### config.mk
export PLATFORM = sky130hd
export DESIGN_NAME = control_unit_flat
export DESIGN_NICKNAME = d
export VERILOG_FILES = /design/src/rtl/control_unit_if.sv /design/src/rtl/control_unit.sv /design/src/flat_wrapper.sv
export SDC_FILE = /design/constraint.sdc
export NUM_CORES = 1
export LEC_CHECK = 0
export ABC_CLOCK_PERIOD_IN_PS = 2160
export CAP_MARGIN = 0
export CORE_ASPECT_RATIO = 1.25
export CORE_MARGIN = 8
export CORE_UTILIZATION = 33
export DETAILED_ROUTE_END_ITERATION = 8
export PLACE_DENSITY_LB_ADDON = 0.1
export SYNTH_ARGS = -nofsm -noshare
export SYNTH_HDL_FRONTEND = slang
export SYNTH_SLANG_ARGS = --single-unit
### constraint.sdc
create_clock -name clk -period 2.16 [get_ports clk]
set_input_delay 0.432 -clock clk [delete_from_list [all_inputs] [get_ports clk]]
set_output_delay 0.432 -clock clk [all_outputs]
set_load 0.1 [all_outputs]
### src/rtl/control_unit_if.sv
// Control bundle between the sequencer and the single-bus datapath: IR/con_ff/stop in,
// every bus-source, load-enable, select, memory and ALU-op strobe out.
interface control_unit_if #(
   parameter int IR_W = 32
);
   // No valid/ready handshake: every strobe is a level that is valid for the whole state
   // (one clk) in which it is high; the datapath acts on it at the closing posedge.
   logic [IR_W-1:0] IR;
   logic            con_ff;
   logic            stop;
   logic            run;
   logic            PCout, MDRout, Zhighout, Zlowout, HIout, LOout, Inportout, Cout, BAout;
   logic            PCin, IRin, MARin, MDRin, Yin, Zin, HIin, LOin, CONin, OutPort;
   logic            Gra, Grb, Grc, Rin, Rout;
   logic            read, write;
   logic            AND, OR, ADD, SUB, MUL, DIV, SHR, SHL, ROR, ROL, NEG, NOT, IncPC;
   logic [3:0]      dbg_state;

   modport master (
      input  IR, con_ff, stop,
      output run,
      output PCout, MDRout, Zhighout, Zlowout, HIout, LOout, Inportout, Cout, BAout,
      output PCin, IRin, MARin, MDRin, Yin, Zin, HIin, LOin, CONin, OutPort,
      output Gra, Grb, Grc, Rin, Rout,
      output read, write,
      output AND, OR, ADD, SUB, MUL, DIV, SHR, SHL, ROR, ROL, NEG, NOT, IncPC,
      output dbg_state
   );

   modport slave (
      output IR, con_ff, stop,
      input  run,
      input  PCout, MDRout, Zhighout, Zlowout, HIout, LOout, Inportout, Cout, BAout,
      input  PCin, IRin, MARin, MDRin, Yin, Zin, HIin, LOin, CONin, OutPort,
      input  Gra, Grb, Grc, Rin, Rout,
      input  read, write,
      input  AND, OR, ADD, SUB, MUL, DIV, SHR, SHL, ROR, ROL, NEG, NOT, IncPC,
      input  dbg_state
   );
endinterface

### src/rtl/control_unit.sv
// Moore sequencer for the 32-bit single-bus datapath: fetch T0-T2, decode, execute T3-T7.
// Strobes are decoded combinationally from the state, the IR opcode and con_ff.
module control_unit #(
   parameter int IR_W          = 32,
   parameter int OPC_LSB       = 27,
   parameter bit HALT_ON_UNDEF = 1'b0
) (
   input  logic           clk,
   input  logic           clear,
   control_unit_if.master cu
);

   typedef enum logic [3:0] {
      S_RESET      = 4'd0,
      S_FETCH_WAIT = 4'd1,
      S_T0         = 4'd2,
      S_T1         = 4'd3,
      S_T2         = 4'd4,
      S_T3         = 4'd5,
      S_T4         = 4'd6,
      S_T5         = 4'd7,
      S_T6         = 4'd8,
      S_T7         = 4'd9,
      S_HALT       = 4'd10
   } state_t;

   typedef enum logic [3:0] {
      C_LD, C_LDI, C_ST, C_ALU_R, C_ALU_I, C_MULDIV, C_NEGNOT, C_BR,
      C_JR, C_IN, C_OUT, C_MFHI, C_MFLO, C_NOP, C_HALT
   } class_t;

   localparam int SRC_PC = 0, SRC_MDR = 1, SRC_ZHI = 2, SRC_ZLO = 3, SRC_HI = 4;
   localparam int SRC_LO = 5, SRC_INP = 6, SRC_C = 7, SRC_BA = 8;
   localparam int LD_PC = 0, LD_IR = 1, LD_MAR = 2, LD_MDR = 3, LD_Y = 4;
   localparam int LD_Z = 5, LD_HI = 6, LD_LO = 7, LD_CON = 8, LD_OUT = 9;
   localparam int SEL_GRA = 0, SEL_GRB = 1, SEL_GRC = 2, SEL_RIN = 3, SEL_ROUT = 4;
   localparam int A_AND = 0, A_OR = 1, A_ADD = 2, A_SUB = 3, A_MUL = 4, A_DIV = 5, A_SHR = 6;
   localparam int A_SHL = 7, A_ROR = 8, A_ROL = 9, A_NEG = 10, A_NOT = 11, A_INC = 12;

   state_t      state_q, state_d;
   class_t      cls;
   state_t      last_step;
   state_t      boundary;
   logic [4:0]  opcode;
   logic [12:0] op_sel;
   logic [8:0]  src;
   logic [9:0]  ldv;
   logic [4:0]  sel;
   logic [12:0] alu;
   logic        rd, wr;
   logic        unused_ir_low;

   assign opcode        = cu.IR[IR_W-1:OPC_LSB];
   assign unused_ir_low = ^cu.IR[OPC_LSB-1:0];

   // Opcode to instruction class, plus the one-hot ALU op the class uses in its op step.
   always_comb begin
      cls    = C_NOP;
      op_sel = '0;
      case (opcode)
         5'b00000: cls = C_LD;
         5'b00001: cls = C_LDI;
         5'b00010: cls = C_ST;
         5'b00011: begin cls = C_ALU_R;  op_sel[A_ADD] = 1'b1; end
         5'b00100: begin cls = C_ALU_R;  op_sel[A_SUB] = 1'b1; end
         5'b00101: begin cls = C_ALU_R;  op_sel[A_AND] = 1'b1; end
         5'b00110: begin cls = C_ALU_R;  op_sel[A_OR]  = 1'b1; end
         5'b00111: begin cls = C_ALU_R;  op_sel[A_SHR] = 1'b1; end
         5'b01000: begin cls = C_ALU_R;  op_sel[A_SHL] = 1'b1; end
         5'b01001: begin cls = C_ALU_R;  op_sel[A_ROR] = 1'b1; end
         5'b01010: begin cls = C_ALU_R;  op_sel[A_ROL] = 1'b1; end
         5'b01011: begin cls = C_ALU_I;  op_sel[A_ADD] = 1'b1; end
         5'b01100: begin cls = C_ALU_I;  op_sel[A_AND] = 1'b1; end
         5'b01101: begin cls = C_ALU_I;  op_sel[A_OR]  = 1'b1; end
         5'b01110: begin cls = C_MULDIV; op_sel[A_MUL] = 1'b1; end
         5'b01111: begin cls = C_MULDIV; op_sel[A_DIV] = 1'b1; end
         5'b10000: begin cls = C_NEGNOT; op_sel[A_NEG] = 1'b1; end
         5'b10001: begin cls = C_NEGNOT; op_sel[A_NOT] = 1'b1; end
         5'b10010: cls = C_BR;
         5'b10011: cls = C_JR;
         5'b10100: cls = C_IN;
         5'b10101: cls = C_OUT;
         5'b10110: cls = C_MFHI;
         5'b10111: cls = C_MFLO;
         5'b11000: cls = C_NOP;
         5'b11001: cls = C_HALT;
         default:  cls = HALT_ON_UNDEF ? C_HALT : C_NOP;
      endcase
   end

   always_comb begin
      case (cls)
         C_LD, C_ST:                  last_step = S_T7;
         C_LDI, C_ALU_R, C_ALU_I:     last_step = S_T5;
         C_MULDIV, C_BR:              last_step = S_T6;
         C_NEGNOT:                    last_step = S_T4;
         default:                     last_step = S_T3;
      endcase
   end

   // stop only matters here, where one instruction ends and the next would begin.
   assign boundary = cu.stop ? S_FETCH_WAIT : S_T0;

   always_comb begin
      state_d = state_q;
      case (state_q)
         S_RESET:      state_d = boundary;
         S_FETCH_WAIT: state_d = boundary;
         S_T0:         state_d = S_T1;
         S_T1:         state_d = S_T2;
         S_T2:         state_d = (cls == C_NOP) ? boundary : S_T3;
         S_T3, S_T4, S_T5, S_T6, S_T7: begin
            if (cls == C_HALT)
               state_d = S_HALT;
            else if (state_q == last_step)
               state_d = boundary;
            else
               state_d = state_t'(state_q + 4'd1);
         end
         S_HALT:       state_d = S_HALT;
         default:      state_d = S_RESET;
      endcase
   end

   always_ff @(posedge clk) begin
      if (!clear)
         state_q <= S_RESET;
      else
         state_q <= state_d;
   end

   always_comb begin
      src = '0;
      ldv = '0;
      sel = '0;
      alu = '0;
      rd  = 1'b0;
      wr  = 1'b0;
      case (state_q)
         S_T0: begin
            src[SRC_PC] = 1'b1; ldv[LD_MAR] = 1'b1; alu[A_INC] = 1'b1; ldv[LD_Z] = 1'b1;
         end
         S_T1: begin
            src[SRC_ZLO] = 1'b1; ldv[LD_PC] = 1'b1; rd = 1'b1; ldv[LD_MDR] = 1'b1;
         end
         S_T2: begin
            src[SRC_MDR] = 1'b1; ldv[LD_IR] = 1'b1;
         end
         S_T3: begin
            case (cls)
               C_ALU_R, C_ALU_I: begin sel[SEL_GRB] = 1'b1; sel[SEL_ROUT] = 1'b1; ldv[LD_Y] = 1'b1; end
               C_MULDIV:         begin sel[SEL_GRA] = 1'b1; sel[SEL_ROUT] = 1'b1; ldv[LD_Y] = 1'b1; end
               C_NEGNOT: begin
                  sel[SEL_GRB] = 1'b1; sel[SEL_ROUT] = 1'b1; alu = op_sel; ldv[LD_Z] = 1'b1;
               end
               C_LD, C_LDI, C_ST: begin sel[SEL_GRB] = 1'b1; src[SRC_BA] = 1'b1; ldv[LD_Y] = 1'b1; end
               C_BR:   begin sel[SEL_GRA] = 1'b1; sel[SEL_ROUT] = 1'b1; ldv[LD_CON] = 1'b1; end
               C_JR:   begin sel[SEL_GRA] = 1'b1; sel[SEL_ROUT] = 1'b1; ldv[LD_PC] = 1'b1; end
               C_IN:   begin src[SRC_INP] = 1'b1; sel[SEL_GRA] = 1'b1; sel[SEL_RIN] = 1'b1; end
               C_OUT:  begin sel[SEL_GRA] = 1'b1; sel[SEL_ROUT] = 1'b1; ldv[LD_OUT] = 1'b1; end
               C_MFHI: begin src[SRC_HI] = 1'b1; sel[SEL_GRA] = 1'b1; sel[SEL_RIN] = 1'b1; end
               C_MFLO: begin src[SRC_LO] = 1'b1; sel[SEL_GRA] = 1'b1; sel[SEL_RIN] = 1'b1; end
               default: ;
            endcase
         end
         S_T4: begin
            case (cls)
               C_ALU_R: begin
                  sel[SEL_GRC] = 1'b1; sel[SEL_ROUT] = 1'b1; alu = op_sel; ldv[LD_Z] = 1'b1;
               end
               C_ALU_I:  begin src[SRC_C] = 1'b1; alu = op_sel; ldv[LD_Z] = 1'b1; end
               C_MULDIV: begin
                  sel[SEL_GRB] = 1'b1; sel[SEL_ROUT] = 1'b1; alu = op_sel; ldv[LD_Z] = 1'b1;
               end
               C_NEGNOT: begin src[SRC_ZLO] = 1'b1; sel[SEL_GRA] = 1'b1; sel[SEL_RIN] = 1'b1; end
               C_LD, C_LDI, C_ST: begin src[SRC_C] = 1'b1; alu[A_ADD] = 1'b1; ldv[LD_Z] = 1'b1; end
               C_BR:     begin src[SRC_PC] = 1'b1; ldv[LD_Y] = 1'b1; end
               default: ;
            endcase
         end
         S_T5: begin
            case (cls)
               C_ALU_R, C_ALU_I, C_LDI: begin
                  src[SRC_ZLO] = 1'b1; sel[SEL_GRA] = 1'b1; sel[SEL_RIN] = 1'b1;
               end
               C_MULDIV:   begin src[SRC_ZLO] = 1'b1; ldv[LD_LO] = 1'b1; end
               C_LD, C_ST: begin src[SRC_ZLO] = 1'b1; ldv[LD_MAR] = 1'b1; end
               C_BR:       begin src[SRC_C] = 1'b1; alu[A_ADD] = 1'b1; ldv[LD_Z] = 1'b1; end
               default: ;
            endcase
         end
         S_T6: begin
            case (cls)
               C_MULDIV: begin src[SRC_ZHI] = 1'b1; ldv[LD_HI] = 1'b1; end
               C_LD:     begin rd = 1'b1; ldv[LD_MDR] = 1'b1; end
               C_ST:     begin sel[SEL_GRA] = 1'b1; sel[SEL_ROUT] = 1'b1; ldv[LD_MDR] = 1'b1; end
               // A branch not taken spends T6 idle so taken and not-taken cost the same.
               C_BR: begin
                  if (cu.con_ff) begin
                     src[SRC_ZLO] = 1'b1; ldv[LD_PC] = 1'b1;
                  end
               end
               default: ;
            endcase
         end
         S_T7: begin
            case (cls)
               C_LD: begin src[SRC_MDR] = 1'b1; sel[SEL_GRA] = 1'b1; sel[SEL_RIN] = 1'b1; end
               C_ST: wr = 1'b1;
               default: ;
            endcase
         end
         default: ;
      endcase
   end

   assign cu.run       = (state_q != S_RESET) && (state_q != S_FETCH_WAIT) && (state_q != S_HALT);
   assign cu.dbg_state = state_q;

   assign cu.PCout     = src[SRC_PC];
   assign cu.MDRout    = src[SRC_MDR];
   assign cu.Zhighout  = src[SRC_ZHI];
   assign cu.Zlowout   = src[SRC_ZLO];
   assign cu.HIout     = src[SRC_HI];
   assign cu.LOout     = src[SRC_LO];
   assign cu.Inportout = src[SRC_INP];
   assign cu.Cout      = src[SRC_C];
   assign cu.BAout     = src[SRC_BA];

   assign cu.PCin      = ldv[LD_PC];
   assign cu.IRin      = ldv[LD_IR];
   assign cu.MARin     = ldv[LD_MAR];
   assign cu.MDRin     = ldv[LD_MDR];
   assign cu.Yin       = ldv[LD_Y];
   assign cu.Zin       = ldv[LD_Z];
   assign cu.HIin      = ldv[LD_HI];
   assign cu.LOin      = ldv[LD_LO];
   assign cu.CONin     = ldv[LD_CON];
   assign cu.OutPort   = ldv[LD_OUT];

   assign cu.Gra       = sel[SEL_GRA];
   assign cu.Grb       = sel[SEL_GRB];
   assign cu.Grc       = sel[SEL_GRC];
   assign cu.Rin       = sel[SEL_RIN];
   assign cu.Rout      = sel[SEL_ROUT];

   assign cu.read      = rd;
   assign cu.write     = wr;

   assign cu.AND       = alu[A_AND];
   assign cu.OR        = alu[A_OR];
   assign cu.ADD       = alu[A_ADD];
   assign cu.SUB       = alu[A_SUB];
   assign cu.MUL       = alu[A_MUL];
   assign cu.DIV       = alu[A_DIV];
   assign cu.SHR       = alu[A_SHR];
   assign cu.SHL       = alu[A_SHL];
   assign cu.ROR       = alu[A_ROR];
   assign cu.ROL       = alu[A_ROL];
   assign cu.NEG       = alu[A_NEG];
   assign cu.NOT       = alu[A_NOT];
   assign cu.IncPC     = alu[A_INC];

endmodule

### src/flat_wrapper.sv
// flat-port wrapper written by rule: the top's interface ports become plain ports
module control_unit_flat 
#(
   parameter int IR_W          = 32,
   parameter int OPC_LSB       = 27,
   parameter bit HALT_ON_UNDEF = 1'b0
)
  (clk, clear, cu_IR, cu_con_ff, cu_stop, cu_run, cu_PCout, cu_MDRout, cu_Zhighout, cu_Zlowout, cu_HIout, cu_LOout, cu_Inportout, cu_Cout, cu_BAout, cu_PCin, cu_IRin, cu_MARin, cu_MDRin, cu_Yin, cu_Zin, cu_HIin, cu_LOin, cu_CONin, cu_OutPort, cu_Gra, cu_Grb, cu_Grc, cu_Rin, cu_Rout, cu_read, cu_write, cu_AND, cu_OR, cu_ADD, cu_SUB, cu_MUL, cu_DIV, cu_SHR, cu_SHL, cu_ROR, cu_ROL, cu_NEG, cu_NOT, cu_IncPC, cu_dbg_state);
  control_unit_if #(.IR_W(IR_W)) cu_i ();
  input  logic clk;
  input  logic clear;
  input wire logic [$bits(cu_i.IR)-1:0] cu_IR;
  input wire logic [$bits(cu_i.con_ff)-1:0] cu_con_ff;
  input wire logic [$bits(cu_i.stop)-1:0] cu_stop;
  output wire logic [$bits(cu_i.run)-1:0] cu_run;
  output wire logic [$bits(cu_i.PCout)-1:0] cu_PCout;
  output wire logic [$bits(cu_i.MDRout)-1:0] cu_MDRout;
  output wire logic [$bits(cu_i.Zhighout)-1:0] cu_Zhighout;
  output wire logic [$bits(cu_i.Zlowout)-1:0] cu_Zlowout;
  output wire logic [$bits(cu_i.HIout)-1:0] cu_HIout;
  output wire logic [$bits(cu_i.LOout)-1:0] cu_LOout;
  output wire logic [$bits(cu_i.Inportout)-1:0] cu_Inportout;
  output wire logic [$bits(cu_i.Cout)-1:0] cu_Cout;
  output wire logic [$bits(cu_i.BAout)-1:0] cu_BAout;
  output wire logic [$bits(cu_i.PCin)-1:0] cu_PCin;
  output wire logic [$bits(cu_i.IRin)-1:0] cu_IRin;
  output wire logic [$bits(cu_i.MARin)-1:0] cu_MARin;
  output wire logic [$bits(cu_i.MDRin)-1:0] cu_MDRin;
  output wire logic [$bits(cu_i.Yin)-1:0] cu_Yin;
  output wire logic [$bits(cu_i.Zin)-1:0] cu_Zin;
  output wire logic [$bits(cu_i.HIin)-1:0] cu_HIin;
  output wire logic [$bits(cu_i.LOin)-1:0] cu_LOin;
  output wire logic [$bits(cu_i.CONin)-1:0] cu_CONin;
  output wire logic [$bits(cu_i.OutPort)-1:0] cu_OutPort;
  output wire logic [$bits(cu_i.Gra)-1:0] cu_Gra;
  output wire logic [$bits(cu_i.Grb)-1:0] cu_Grb;
  output wire logic [$bits(cu_i.Grc)-1:0] cu_Grc;
  output wire logic [$bits(cu_i.Rin)-1:0] cu_Rin;
  output wire logic [$bits(cu_i.Rout)-1:0] cu_Rout;
  output wire logic [$bits(cu_i.read)-1:0] cu_read;
  output wire logic [$bits(cu_i.write)-1:0] cu_write;
  output wire logic [$bits(cu_i.AND)-1:0] cu_AND;
  output wire logic [$bits(cu_i.OR)-1:0] cu_OR;
  output wire logic [$bits(cu_i.ADD)-1:0] cu_ADD;
  output wire logic [$bits(cu_i.SUB)-1:0] cu_SUB;
  output wire logic [$bits(cu_i.MUL)-1:0] cu_MUL;
  output wire logic [$bits(cu_i.DIV)-1:0] cu_DIV;
  output wire logic [$bits(cu_i.SHR)-1:0] cu_SHR;
  output wire logic [$bits(cu_i.SHL)-1:0] cu_SHL;
  output wire logic [$bits(cu_i.ROR)-1:0] cu_ROR;
  output wire logic [$bits(cu_i.ROL)-1:0] cu_ROL;
  output wire logic [$bits(cu_i.NEG)-1:0] cu_NEG;
  output wire logic [$bits(cu_i.NOT)-1:0] cu_NOT;
  output wire logic [$bits(cu_i.IncPC)-1:0] cu_IncPC;
  output wire logic [$bits(cu_i.dbg_state)-1:0] cu_dbg_state;
  assign cu_i.IR = cu_IR;
  assign cu_i.con_ff = cu_con_ff;
  assign cu_i.stop = cu_stop;
  assign cu_run = cu_i.run;
  assign cu_PCout = cu_i.PCout;
  assign cu_MDRout = cu_i.MDRout;
  assign cu_Zhighout = cu_i.Zhighout;
  assign cu_Zlowout = cu_i.Zlowout;
  assign cu_HIout = cu_i.HIout;
  assign cu_LOout = cu_i.LOout;
  assign cu_Inportout = cu_i.Inportout;
  assign cu_Cout = cu_i.Cout;
  assign cu_BAout = cu_i.BAout;
  assign cu_PCin = cu_i.PCin;
  assign cu_IRin = cu_i.IRin;
  assign cu_MARin = cu_i.MARin;
  assign cu_MDRin = cu_i.MDRin;
  assign cu_Yin = cu_i.Yin;
  assign cu_Zin = cu_i.Zin;
  assign cu_HIin = cu_i.HIin;
  assign cu_LOin = cu_i.LOin;
  assign cu_CONin = cu_i.CONin;
  assign cu_OutPort = cu_i.OutPort;
  assign cu_Gra = cu_i.Gra;
  assign cu_Grb = cu_i.Grb;
  assign cu_Grc = cu_i.Grc;
  assign cu_Rin = cu_i.Rin;
  assign cu_Rout = cu_i.Rout;
  assign cu_read = cu_i.read;
  assign cu_write = cu_i.write;
  assign cu_AND = cu_i.AND;
  assign cu_OR = cu_i.OR;
  assign cu_ADD = cu_i.ADD;
  assign cu_SUB = cu_i.SUB;
  assign cu_MUL = cu_i.MUL;
  assign cu_DIV = cu_i.DIV;
  assign cu_SHR = cu_i.SHR;
  assign cu_SHL = cu_i.SHL;
  assign cu_ROR = cu_i.ROR;
  assign cu_ROL = cu_i.ROL;
  assign cu_NEG = cu_i.NEG;
  assign cu_NOT = cu_i.NOT;
  assign cu_IncPC = cu_i.IncPC;
  assign cu_dbg_state = cu_i.dbg_state;
  control_unit #(.IR_W(IR_W), .OPC_LSB(OPC_LSB), .HALT_ON_UNDEF(HALT_ON_UNDEF)) u_core (.clk(clk), .clear(clear), .cu(cu_i));
endmodule
==> Word-level counts from Yosys, hierarchy flattened <==
Memory sizes are Yosys's and may differ from the RTL's.
Index checks and enable logic that the tools add are counted.
{ "word_totals": {"mem_count": 1, "in_bits": 36, "reg_bits": 4, "wordCells": 152, "rom_bits": 32} }
{ "classes": {"n_reduce_logical": 26, "eq_ne": 51, "addsub": 1, "muxes": 72} }
{ "mem_list": {"columns": ["memory", "depth", "width", "read_ports", "rd_clocked_by_memory_dff", "wr", "line_no", "text"], "rows": [
  ["(no name shown)", 8, 4, 1, 0, 0, "control_unit.sv:92", "case (cls)"]
]} }
{ "op_table": {"columns": ["operator", "count"], "rows": [
  ["$pmux W4 S14", 1],
  ["$eq A5 B5 Y1 const B", 9],
  ["$mux W1", 41],
  ["$eq A4 B4 Y1 const B", 10],
  ["$eq A5 B4 Y1 const B", 8],
  ["$eq A4 B3 Y1 const B", 8],
  ["$pmux W4 S6", 1],
  ["$eq A5 B3 Y1 const B", 4],
  ["$pmux W1 S2", 9],
  ["$pmux W9 S2", 1],
  ["$eq A4 B2 Y1 const B", 4],
  ["$mux W4", 4],
  ["$reduce_or A2 Y1", 8],
  ["$reduce_or A3 Y1", 5],
  ["$reduce_or A7 Y1", 2],
  ["$mux W12", 1],
  ["$pmux W1 S3", 4],
  ["$pmux W1 S4", 3],
  ["$reduce_or A6 Y1", 2],
  ["$eq A5 B2 Y1 const B", 2],
  ["$mux W9", 1],
  ["$eq A4 B1 Y1 const B", 2],
  ["$logic_not A4 Y1", 2],
  ["$reduce_or A8 Y1", 1],
  ["14 further kinds", 17]
]} }

==> Logic depth before layout (Yosys ltp) <==
Gate-level depths: netlist (run 1).
An unclocked memory read counts as a cell.
{ "logic_depth": {"word_depth": 9, "depth_mapped": 8} }

==> Worst setup path before layout (run 1) <==
OpenSTA, ideal clock, no wires.
{ "synth_path": {"path_kind": "reg-to-output", "startpoint": "reg u_core.state_q[1] (netlist: u_core.cu.dbg_state[1])", "endpoint": "out cu_Grc", "arrival_time_ps": 4667, "t_required_ps": 1728, "path_buffers": 1, "path_slack_ps": -2939, "stages_incl_launch_ff": 5, "path_cell_list": "dfxtp_1 ha_1 clkbuf_1 nand2_1 nor4_1"} }
{ "synth_between": {"elab_chain_len": 2} }
{ "synth_lines": {"columns": ["element", "line_no", "text"], "rows": [
  ["from (decl)", "control_unit.sv:40", "state_t state_q, state_d;"],
  ["from (signal assigned)", "control_unit.sv:129", "state_q <= state_d;"],
  ["$eq A4 B3 Y1", "control_unit.sv:139", "case (state_q)"],
  ["$mux W1", "control_unit.sv:139", null],
  ["to (decl)", "flat_wrapper.sv:37", "output wire logic [$bits(cu_i.Grc)-1:0] cu_Grc;"]
]} }
No other way between the ends.

==> Worst setup path in the final report (run 1) <==
{ "layout_path": {"startpoint": "in cu_IR[30]", "endpoint": "out cu_Gra"} }
{ "layout_between": {"elab_chain_len": 7, "elab_cells_between_ends": 51} }
{ "layout_lines": {"columns": ["element", "line_no", "text"], "rows": [
  ["from (decl)", "flat_wrapper.sv:12", "input wire logic [$bits(cu_i.IR)-1:0] cu_IR;"],
  ["$eq A5 B3 Y1, or another cell as far along", "control_unit.sv:60", "case (opcode)"],
  ["$reduce_or A8 Y1 (no source line), or another cell as far along", null, null],
  ["$pmux W4 S14 *", "control_unit.sv:60", null],
  ["$eq A4 B4 Y1, or another cell as far along", "control_unit.sv:150", "case (cls)"],
  ["$reduce_or A7 Y1 (no source line) / $reduce_or A3 Y1 (equally long branches)", null, null],
  ["$mux W1 (on tied branches)", "control_unit.sv:150, control_unit.sv:182", null],
  ["$pmux W1 S5 *", "control_unit.sv:139", null],
  ["to (decl)", "flat_wrapper.sv:35", "output wire logic [$bits(cu_i.Gra)-1:0] cu_Gra;"]
]} }
Every way passes the cells marked *; elsewhere a longest branch is shown, timed or not.

==> results of run 1 <==
## worst max path at each step
stage,startpoint,endpoint,slack (ns),cells past startpoint
global route,cu_IR[30],cu_Gra,-0.28,8
detailed placement,cu_IR[27],cu_Gra,-0.72,7
finish,cu_IR[30],cu_Gra,-0.17,8
floorplan,cu_IR[29],cu_Zin,-0.79,6
global placement,cu_IR[27],cu_Gra,-0.64,7
CTS,cu_IR[31],cu_Gra,-0.24,7
## layout by cell type (no fill, tap or decap), drive strengths merged, types with 4 or more instances in the layout
cell type,Yosys,final
nand4,4,4
inv,7,5
clkbuf,5,5
ha,4,4
o21ai,4,4
nor3,16,16
buf,12,121
nor2,21,21
nor2b,7,7
a31oi,4,4
nand2b,6,6
xnor2,5,5
or3,4,4
nand3,9,9
o211ai,4,4
nand2,21,21
dfxtp,4,4
a21oi,12,12
## cells in the mapped netlist, drive strengths merged (2+ instances only)
master,n
a21boi,2
a21o,3
a21oi,12
a221oi,2
a31oi,4
and3,2
buf,12
clkbuf,5
dfxtp,4
ha,4
inv,7
mux2i,3
nand2,21
nand2b,6
nand3,9
nand4,4
nor2,21
nor2b,7
nor3,16
nor3b,2
nor4,3
o211ai,4
o21ai,4
o22ai,2
o311ai,2
o31ai,2
or2,2
or3,4
or4,3
xnor2,5
xor2,2
## cell families (layout without fill, tap and decap cells)
logic type      Yosys count  count (layout)
xor+xnor                  7               7
compound gates           46              46
simple gates            104             104
fa+ha+maj                 4               4
buf+inv                  24             136
flops                     4               4
mux                       4               4
## layout make-up
| class | instances | area [µm²] | share of cell area |
|---|---|---|---|
| Multi-Input combinational cell | 165 | 1560 | 0.465 |
| Tap cell | 40 | 50.0 | 0.0149 |
| Sequential cell | 4 | 95.1 | 0.0284 |
| Inverter | 7 | 38.8 | 0.0116 |
| Clock buffer | 3 | 41.3 | 0.0123 |
| Timing Repair Buffer | 126 | 1570 | 0.468 |
## what timing repair did
| action | 4_1_cts | 5_1_grt |
|---|---|---|
| pin swaps | 15 | 11 |
| gates resized for setup | 48 | 42 |
| endpoints found under the setup margin | 42 | 31 |
| buffers inserted | 10 | 8 |
## power breakdown
| group | total, mW | switching (mW) | internal [mW] |
|---|---|---|---|
| Combinational | 1.69 | 1.04 | 0.650 |
| Sequential | 0.128 | 0.0332 | 0.0951 |
| Clock | 0.162 | 0.0429 | 0.119 |
| Total | 1.98 | 1.12 | 0.864 |
## metrics by stage
step	util	instance area [µm²]	setup slack (ns)
6_report	0.908	3350	-0.171
2_1_floorplan	-	1660	-0.789
4_1_cts	0.852	3150	-0.236
3_5_place_dp	0.785	2900	-0.718
3_3_place_gp	0.785	2900	-0.642
5_1_grt	0.908	3350	-0.279
## layer usage
| layer | share of wire | vias to the layer above | GRT usage |
|---|---|---|---|
| met1 | 0.34 | 1013 | 0.209 |
| met3 | 0.072 | 49 | 0.0250 |
| met2 | 0.52 | 152 | 0.442 |
| met5 | 0 | - | 0 |
| met4 | 0.067 | 0 | 0.125 |
| li1 | - | 934 | - |
## worst max-delay path: stages
cell and delay [ns]:
buf_6 0.12, buf_6 0.13, buf_4 0.16, nor3_1 0.24
a31oi_1 0.09, a221oi_2 0.31, o211ai_1 0.18, clkbuf_16 0.23
==> flow_summary_export.csv, run 1 <==
group,metric,value,unit
worst_setup_path,cp_data_required_time,1.73,ns
timing,setup_tns,-1.08,ns
worst_setup_path,rrSetupSlack,0.08,ns
pwr,ir_drop,0.00110,V
finish,num-nets-final,347,
die,coreArea,0.00369,mm²
yosys,synthCells,193,
die,fp.dieW,70.7,µm
yosys,syn_area,0.00123,mm²
yosys,synth_top_family_by_area,"simple AND/OR/NAND/NOR gates",
hold_path,hp-class,"reg -> reg",
hold_path,min_path_cells,3,
run_status,outcome,"complete, but fails checks",
global_routing,grt_overflow,0,
hold_path,worstHoldEndpoint,"u_core.cu.dbg_state[2]",
yosys,seq_area_frac_synth,0.0649,
clock_network,hold_buffers,0,
clock_network,tritoncts,"yes",
placement,place_congestion,0.916,
yosys,synthTopCellsByArea,"dfxtp_1, nor3_1, nand2_1",
yosys,synth_edf_count,0,
worst_setup_path,worstReg2RegEnd,"u_core.cu.dbg_state[0]",
route,drc,0,
yosys,yosys.area_share.simple,0.442,
timing,fin_crit_sh,1.08,
timing,clock_skew,0.00152,ns
finish,antenna_cells,0,
timing,period_needed,2.33,ns
die,start_util,0.334,
pwr,leakage,1.34,nW
worst_setup_path,crit_arrival,1.90,ns
worst_setup_path,endpoint_kind,"output port",
finish,fin_cells,345,
finish,largest_register_ffs,4,
global_routing,antenna_found_initial,0,
clock_network,htreeDepth,1,
global_routing,grt_max_degree,16,
route,wirelength,7.92,mm
timing,finalHoldViolCount,0,
route,drt_pass1_iterations,6,
clock_network,root_buffer,"clkbuf_8",
clock_network,clk_pin_slew_worst_paths,0.03,ns
global_routing,grt_pass1_wl,10.8,mm
yosys,synth_xor_area_frac,0.0497,
flow_run,cap_violations,0,
route,wl_per_cell,23.0,µm
timing,worst_slack,-0.171,ns
worst_setup_path,r2r-start,"u_core.cu.dbg_state[1]",
yosys,ys_ff_latch,4,
clock_network,insertion_delay,0.22,ns
pwr,power_density,592,mW/mm²
worst_setup_path,critPathKind,"in -> out",
finish,fillerInstances,147,
clock_network,cts.sinks,4,
timing,slew_headroom,0.695,
yosys,yosysTopAreaCell,"dfxtp_1",
yosys,yosys_warnings,0,
timing,whs,0.765,ns
placement,place_inst,326,
route,routed_via_density,6.23,
pwr,total_power,1.98,mW
timing,final_max_slew_viol_count,0,
timing,worst_slew_pin_slew,0.454,ns
route,ant_nets,0,
run_status,violations,"negative setup slack",
global_routing,grt_pass1_vias,2077,
route,dr_total_vias,2148,
worst_setup_path,r2r.worst_path.cells,7,
yosys,synth_ff_type,"dfxtp_1",
yosys,synthDistinctLibCells,52,
finish,drive_above_1_share,0.698,
worst_setup_path,cp-start-kind,"input port",
clock_network,cts_buffer_depth,2,
die,ios,80,
finish,syn_to_final_growth,172,%
yosys,synthAdderAreaFrac,0.0406,
route,drt_iter0_drc,207,
die,fp-row-count,25,
placement,io_buffers,52,
yosys,synth_compound_area_frac,0.275,
worst_setup_path,crit_fanout,7,
timing,fmax,0.429,GHz
die,die_h,84.4,µm
clock_network,cts_buffers,3,
yosys,synth.net_count,233,
placement,dp_hpwl,5.22,mm
timing,setup_violations,14,
yosys,muxShareOfSynthArea,0.0335,
timing,grt_setup_unrepaired,"yes",
yosys,synth_top_area_share,0.0649,
hold_path,min-delay-start,"u_core.cu.dbg_state[3]",
global_routing,grt_util_all_layers,0.222,
yosys,synth.avg_cell_area,6.39,µm²
die,die-area,0.00596,mm²
yosys,synthArstFlopShare,0,
Power figures use the tool's default switching activity.
==> inputs of run 2 (changes only) <==
--- a/config.mk
+++ b/config.mk
@@ -6,12 +6,12 @@
 export NUM_CORES = 1
 export LEC_CHECK = 0
 export ABC_CLOCK_PERIOD_IN_PS = 2160
-export CAP_MARGIN = 0
 export CORE_ASPECT_RATIO = 1.25
 export CORE_MARGIN = 8
 export CORE_UTILIZATION = 33
 export DETAILED_ROUTE_END_ITERATION = 8
 export PLACE_DENSITY_LB_ADDON = 0.1
+export SKIP_CTS_REPAIR_TIMING = 1
 export SYNTH_ARGS = -nofsm -noshare
 export SYNTH_HDL_FRONTEND = slang
 export SYNTH_SLANG_ARGS = --single-unit
==> constraint.sdc (replaced) <==
create_clock -name clk -period 2.16 [get_ports clk]
set_input_delay 0.432 -clock clk [delete_from_list [all_inputs] [get_ports clk]]
set_output_delay 0.432 -clock clk [all_outputs]
set_load 0.02 [all_outputs]
==> run 2 against run 1 <==
Net effect:
- the run still ends with negative setup slack left
- critical path type unchanged
- fmax shrank 1.5%
- final cell count grew 2.0%
- clock skew shrank 0.0012 ns
- sequential power shrank 22%
- largest cell class is now multi-input gates
- routed wire length shrank 27%
- critical path depth is the same
==> flow_summary_export.csv, run 2 (same netlist as run 1, synthesis figures left out) <==
group,metric,value,unit
run_status,outcome,"complete, but fails checks",
run_status,violations,"negative setup slack",
pwr,sw_frac_of_total,0.451,
route,dr_total_vias,1918,
finish,layout_commonest_cell,"buf_4",
timing,setup_tns,-0.591,ns
worst_setup_path,cp-start-kind,"input port",
global_routing,grt_util_all_layers,0.179,
placement,place_area,0.00226,mm²
route,routed_via_density,5.45,
worst_setup_path,crit_fanout,7,
timing,final_max_slew_viol_count,0,
pwr,seq_power_share,0.083,
pwr,p_sw,0.544,mW
die,die-area,0.00596,mm²
finish,drive_above_1_share,0.500,
route,wl_per_cell,16.4,µm
pwr,total_power,1.21,mW
finish,post-route-util,0.688,
global_routing,grt_pass1_vias,1900,
placement,pre_cts_slack,-1.01,ns
die,start_util,0.334,
finish,regArea,81.3,µm²
route,ant_nets,0,
placement,dp_hpwl,4.55,mm
finish,syn_to_final_growth,106,%
pwr,power_density,475,mW/mm²
clock_network,clk_pin_slew_worst_paths,0.03,ns
pwr,ir_drop,0.000577,V
timing,grt_setup_unrepaired,"yes",
finish,antenna_cells,0,
clock_network,root_buffer,"clkbuf_8",
die,ios,80,
placement,io_buffers,52,
clock_network,insertion_delay,0.22,ns
placement,place_congestion,0.889,
worst_setup_path,crit_buf_inv,4,
finish,fillerInstances,327,
die,fp.dieW,70.7,µm
worst_setup_path,slowest_stage,"a221o_1",
clock_network,tritoncts,"yes",
die,fp-row-count,25,
worst_setup_path,slowest_delay,0.37,ns
pwr,p_int,0.663,mW
clock_network,cts.sinks,4,
finish,largest_register_ffs,4,
finish,fin_area,0.00254,mm²
pwr,clkPwrFrac,0.130,
global_routing,grt_max_degree,17,
finish,final_cell_mix,"buf_4, nand2_1, nor2_1",
route,drt_iter0_drc,134,
worst_setup_path,endpoint_kind,"output port",
finish,multi_input_area,0.00122,mm²
hold_path,hp-class,"reg -> reg",
worst_setup_path,cp_data_required_time,1.73,ns
timing,clock_skew,0.000310,ns
pwr,power_frac_comb,0.788,
timing,slew_headroom,0.660,
pwr,leakage,1.40,nW
worst_setup_path,critPathKind,"in -> out",
worst_setup_path,crit_top_cell,"buf_6",
global_routing,antenna_found_initial,0,
timing,period_needed,2.37,ns
die,coreArea,0.00369,mm²
clock_network,cts_buffers,3,
timing,worst_slack,-0.207,ns
flow_run,cap_violations,0,
worst_setup_path,critPathTopFamily,"compound AO/OA/AOI/OAI gates",
global_routing,grt_overflow,0,
worst_setup_path,crit_arrival,1.93,ns
finish,num-nets-final,354,
worst_setup_path,path_cells,"buf_6, buf_6, a21o_1, a221o_1, buf_6, a221oi_4, o211ai_1, buf_4",
global_routing,grt_pass1_wl,8.96,mm
die,die_h,84.4,µm
clock_network,cts_buffer_depth,2,
route,drc,0,
timing,fin_crit_sh,1.10,
timing,worst_slew_pin_slew,0.502,ns
route,wirelength,5.78,mm
route,drt_pass1_iterations,4,
clock_network,htreeDepth,1,
timing,finalHoldViolCount,0,
timing,setup_violations,5,
timing,fmax,0.423,GHz
[run 2: worst paths after layout]
check                         start                      to  slack (ns)  depth (start not counted)
min          u_core.cu.dbg_state[0]  u_core.cu.dbg_state[0]        0.76                          4
min reg2reg  u_core.cu.dbg_state[0]  u_core.cu.dbg_state[0]        0.76                          4
max                       cu_IR[31]                  cu_Gra       -0.21                          8
max reg2reg  u_core.cu.dbg_state[0]  u_core.cu.dbg_state[0]        0.15                          9
[run 2: worst reg2reg max path: cells and delay by family, from the launching register on]
| kind | cells | cell delay [ns] |
|---|---|---|
| adder cells (fa/ha/maj) | 1 | 0.21 |
| AND/OR/NAND/NOR | 2 | 0.48 |
| AO/OA/AOI/OAI | 3 | 0.45 |
| buffers and inverters | 3 | 0.44 |
| flip-flops | 1 | 0.30 |
[run 2: metrics by stage]
stage	hold slack, ns	instances
floorplan	0.597	193
global placement	0.751	333
detailed placement	0.747	333
CTS	0.761	336
global route	0.807	352
finish	0.756	352
[run 2: final cells by class]
type,instances,share of cell area
well taps,40,0.0197
multi-input cells,165,0.482
inverters,7,0.0103
flip-flops and latches,4,0.0320
repair buffers,133,0.439
clock buffers,3,0.0163
[run 2: layer usage]
layer,track usage,wire (µm)
met5,0,0
met4,0.0759,198
met3,0.0167,201
met2,0.339,3000
met1,0.194,2370
[run 2: power by group through the flow]
stage,Sequential (mW),Combinational (mW),Clock [mW]
2_1_floorplan,0.131,0.447,0
3_3_place_gp,0.0998,0.901,0
3_5_place_dp,0.101,0.906,0
4_1_cts,0.0998,0.911,0.163
5_1_grt,0.102,1.04,0.168
6_report,0.0996,0.950,0.157
